## src/rtl/ser_frame_rx.sv

```systemverilog
// Serial-to-parallel frame receiver: reassembles WIDTH-bit words delimited by a
// one-cycle sload marker, with a valid strobe, frame counter and sticky framing error.
module ser_frame_rx #(
  parameter int unsigned WIDTH     = 8,
  parameter bit          MSB_FIRST = 1'b1
) (
  input  logic             serclk,
  input  logic             reset,
  input  logic             s_in,
  input  logic             sload,
  input  logic             err_clr,
  output logic [WIDTH-1:0] par_data_out,
  output logic             par_valid,
  output logic             busy,
  output logic             frame_err,
  output logic [7:0]       frame_cnt
);

  localparam int unsigned CntW = $clog2(WIDTH);
  localparam logic [CntW-1:0] LastBit = CntW'(WIDTH - 1);

  typedef enum logic [0:0] {StIdle, StShift} state_e;

  state_e            state_q, state_d;
  logic [CntW-1:0]   bit_cnt_q, bit_cnt_d;
  logic [WIDTH-1:0]  sr_q, sr_d;
  logic [WIDTH-1:0]  data_q, data_d;
  logic              valid_q, valid_d;
  logic              err_q, err_d;
  logic [7:0]        cnt_q, cnt_d;

  logic [WIDTH-1:0]  sh_left, sh_right, shifted, start;

  // Both shift directions are formed; MSB_FIRST picks which one the word uses.
  assign sh_left  = {sr_q[WIDTH-2:0], s_in};
  assign sh_right = {s_in, sr_q[WIDTH-1:1]};
  assign shifted  = MSB_FIRST ? sh_left : sh_right;
  assign start    = MSB_FIRST ? {{(WIDTH-1){1'b0}}, s_in} : {s_in, {(WIDTH-1){1'b0}}};

  always_comb begin
    state_d   = state_q;
    bit_cnt_d = bit_cnt_q;
    sr_d      = sr_q;
    data_d    = data_q;
    valid_d   = 1'b0;
    err_d     = err_q & ~err_clr;
    cnt_d     = cnt_q;
    unique case (state_q)
      StIdle: begin
        if (sload) begin
          sr_d      = start;
          bit_cnt_d = CntW'(1);
          state_d   = StShift;
        end
      end
      StShift: begin
        if (sload) begin
          // Early marker: drop the partial word and restart; error set beats err_clr.
          err_d     = 1'b1;
          sr_d      = start;
          bit_cnt_d = CntW'(1);
        end else begin
          sr_d      = shifted;
          bit_cnt_d = bit_cnt_q + CntW'(1);
          if (bit_cnt_q == LastBit) begin
            data_d    = shifted;
            valid_d   = 1'b1;
            cnt_d     = cnt_q + 8'd1;
            bit_cnt_d = '0;
            state_d   = StIdle;
          end
        end
      end
      default: state_d = StIdle;
    endcase
  end

  always_ff @(posedge serclk) begin
    if (reset) begin
      state_q   <= StIdle;
      bit_cnt_q <= '0;
      sr_q      <= '0;
      data_q    <= '0;
      valid_q   <= 1'b0;
      err_q     <= 1'b0;
      cnt_q     <= '0;
    end else begin
      state_q   <= state_d;
      bit_cnt_q <= bit_cnt_d;
      sr_q      <= sr_d;
      data_q    <= data_d;
      valid_q   <= valid_d;
      err_q     <= err_d;
      cnt_q     <= cnt_d;
    end
  end

  assign par_data_out = data_q;
  assign par_valid    = valid_q;
  assign busy         = (state_q == StShift);
  assign frame_err    = err_q;
  assign frame_cnt    = cnt_q;

endmodule

```

## config.mk

```make
export PLATFORM = sky130hd
export DESIGN_NAME = ser_frame_rx
export DESIGN_NICKNAME = d
export VERILOG_FILES = /design/src/rtl/ser_frame_rx.sv
export SDC_FILE = /design/constraint.sdc
export NUM_CORES = 1
export LEC_CHECK = 0
export ABC_AREA = 0
export CAP_MARGIN = 5
export CORE_UTILIZATION = 44
export CTS_CLUSTER_DIAMETER = 200
export DETAILED_ROUTE_END_ITERATION = 10
export PLACE_DENSITY = 0.73
export SYNTH_ARGS = -nofsm -noshare
export SYNTH_HDL_FRONTEND = slang
export SYNTH_SLANG_ARGS = --single-unit
```

## constraint.sdc

```tcl
create_clock -name serclk -period 1.5 [get_ports serclk]
set_clock_uncertainty 0.15 [all_clocks]
set_input_delay 0.225 -clock serclk [delete_from_list [all_inputs] [get_ports serclk]]
set_output_delay 0.225 -clock serclk [all_outputs]
set_load 0.01 [all_outputs]
```

==> impl_metrics.tcl <==
set metrics [dict create \
    synth_top_area_frac 0.5093 \
    track_usage 0.1880 \
    wl_um 2250 \
    relSlewSlack 0.8219 \
    synth_ff_type "dfxtp_1" \
    cts_buffer_depth 2 \
    final_area_mm2 0.001546 \
    power_frac_clock 0.432 \
    swShare 0.2019 \
    dp_hpwl_um 1569 \
    ctsRootBufferMaster "clkbuf_4" \
    required_ps 1610 \
    yosys-top-cells-count "dfxtp_1 (29), nand2_1 (23), a21oi_1 (18)" \
    ys_seq_elements 29 \
    die_y_um 52.90 \
    ys.warnings.count 0 \
    n_fill_cell 223 \
    worst_slack_ps -52.56 \
    yosysSeqAreaShare 0.5093 \
    cp-start-kind "register" \
    multi_input_area_um2 558.0 \
    core_area_mm2 0.002455 \
    synth_nets 136 \
    drt_pass1_iterations 4 \
    fin_crit_sh 1.035 \
    comb_power_share 0.053 \
    p_seq_frac 0.515 \
    cts.reportedPaths.clkPinSlew_ps 90 \
    powerDensity_mw_per_mm2 986.0 \
    peakVddDrop_mv 0.8005 \
    crit_path_end_kind "register" \
    vias 979 \
    regArea_um2 588.1 \
    p_sw_uw 307.8 \
    synth_cells 127 \
    avgSynthCellArea_um2 8.975 \
    fin_nets 168 \
    drv_cap 0 \
    dieArea_mm2 0.002798 \
    pin_count 24 \
    grt_pass1_vias 862 \
    start_util 0.4643 \
    wl_per_cell_um 11.84 \
    port_buffers 23 \
    criticalPathCategory "register to register" \
    synth_edf_count 0 \
    grt_first_pass_wirelength_um 3719 \
    synthesis.area_mm2 0.001140 \
    maxSlewViolCount 0 \
    layout-drive-gt1-share 0.1813 \
    status "finished, violations left" \
    cts_tree "done" \
    insertion_delay_ps 320 \
    place.gp.congestion 0.7541 \
    timing.fmax_mhz 644.1 \
    grt_max_degree 22 \
    die_w_um 52.90 \
    async_flop_share 0 \
    setup_violations 2 \
    netlist_top_cells_area "dfxtp_1 (51%), a21oi_1 (7.9%), nand2_1 (7.6%), mux2i_1 (6.1%), ha_1 (4.4%)" \
    min_period_ps 1553 \
    drt_iter0_markers 11 \
    diodes 0 \
    rsz0062_at_grt "yes" \
    grt_overflow 0 \
    antenna_found_initial 0 \
    internal_power_uw 1217 \
    ant_nets 0 \
    synth.distinct_cells 24 \
    worst_pin_slew_ps 264.9 \
    synthToLayoutAreaGrowth_pct 35.67 \
    hp-class "register to register" \
    crit_fanout 7 \
    p_total_uw 1525 \
    rows 18 \
    netlist.top_cell.by_area "dfxtp_1" \
    placed_area_mm2 0.001453 \
    drc 0 \
    dp_slack_ps -189.5 \
    arrival_ps 1660 \
    htreeDepth 2 \
    synth.most_common_cell "dfxtp_1" \
    numCtsBuffers 5 \
    violations "setup timing" \
    vias_per_cell 5.153 \
    hold_violations 0 \
    leakage_uw 0.0006701 \
    cts_sinks 29 \
]
[worst max-delay path: stages, from the launching register on]
cell,delay (ps)
dfxtp_2,370
ha_4,150
ha_4,160
nand3b_4,110
or4_4,420
a21oi_2,130
[registers in the layout (all words and copies together) (netlist names)]
signal,cells
frame_cnt,8
sr_q,7
par_data_out,8
busy,1
bit_cnt_q,3
par_valid,1
frame_err,1
[per-stage QoR]
stage,TNS (ps),instances,utilization,hold WS (ps)
5_1_grt,-496.8,190,0.6300,330.3
2_1_floorplan,0,127,-,144.1
3_3_place_gp,-2093,181,0.5917,296.7
6_report,-77.36,190,0.6300,305.9
4_1_cts,-98.50,190,0.6300,307.3
3_5_place_dp,-2337,181,0.5917,299.6
[per-layer routing]
layer / up-vias / part of all wire / GRT usage
met2: 20 / 0.48 / 0.2954
met5: - / 0 / 0
met4: 0 / 0.024 / 0.1184
met1: 454 / 0.46 / 0.2236
met3: 7 / 0.039 / 0.05172
li1: 498 / - / -
[cell families after synthesis]
kind of cell    synth area share
buf+inv                  0.03073
simple gates              0.2250
mux                      0.06147
fa+ha+maj                0.04391
compound gates            0.1142
xor+xnor                 0.01537
flops                     0.5093
[cells in the final DEF (no fill, tap or decap), types with 2 or more instances in the layout]
cell | Yosys | routed
ha_1 | 4 | 2
ha_4 | 0 | 2
nand2b_1 | 2 | 2
o31ai_1 | 2 | 2
nor2_1 | 13 | 13
a21oi_1 | 18 | 17
buf_4 | 0 | 9
o21ai_1 | 0 | 2
dfxtp_2 | 0 | 6
dlygate4sd2_1 | 0 | 19
clkbuf_4 | 0 | 5
or3_1 | 3 | 3
nand2_1 | 23 | 23
dfxtp_1 | 29 | 23
nand4_1 | 2 | 2
clkdlybuf4s50_1 | 0 | 4
mux2i_1 | 7 | 7
o21ai_0 | 5 | 3
[power by group through the flow]
stage,combinational (µW),sequential [µW],clock [µW]
floorplan,43.8,802,0
global placement,77.0,801,0
detailed placement,77.9,802,0
CTS,81.6,785,675
global route,89.1,787,722
finish,81.3,785,659
[area by class of cell]
class,count,area share
sequential,29,0.3803
timing repair buffer,32,0.1772
inverter,1,0.002427
multi-input combinational,90,0.3608
clock inverter,1,0.01942
clock buffer,7,0.03560
tap,30,0.02427
[worst paths after layout]
check	start	endpoint	slack (ps)	cells after the start
worst max-delay path	bit_cnt_q[0]	frame_cnt[5]	-50	5
worst min-delay path	par_data_out[0]	par_data_out[0]	310	2
worst max register to register	bit_cnt_q[0]	frame_cnt[5]	-50	5
worst min register to register	par_data_out[0]	par_data_out[0]	310	2
[timing repair]
action	CTS	global route
pin swaps	4	2
resized for setup	29	1
hold buffers	0	0
setup endpoints to repair	35	6
setup buffers	1	0
Power figures use the tool's default switching activity.
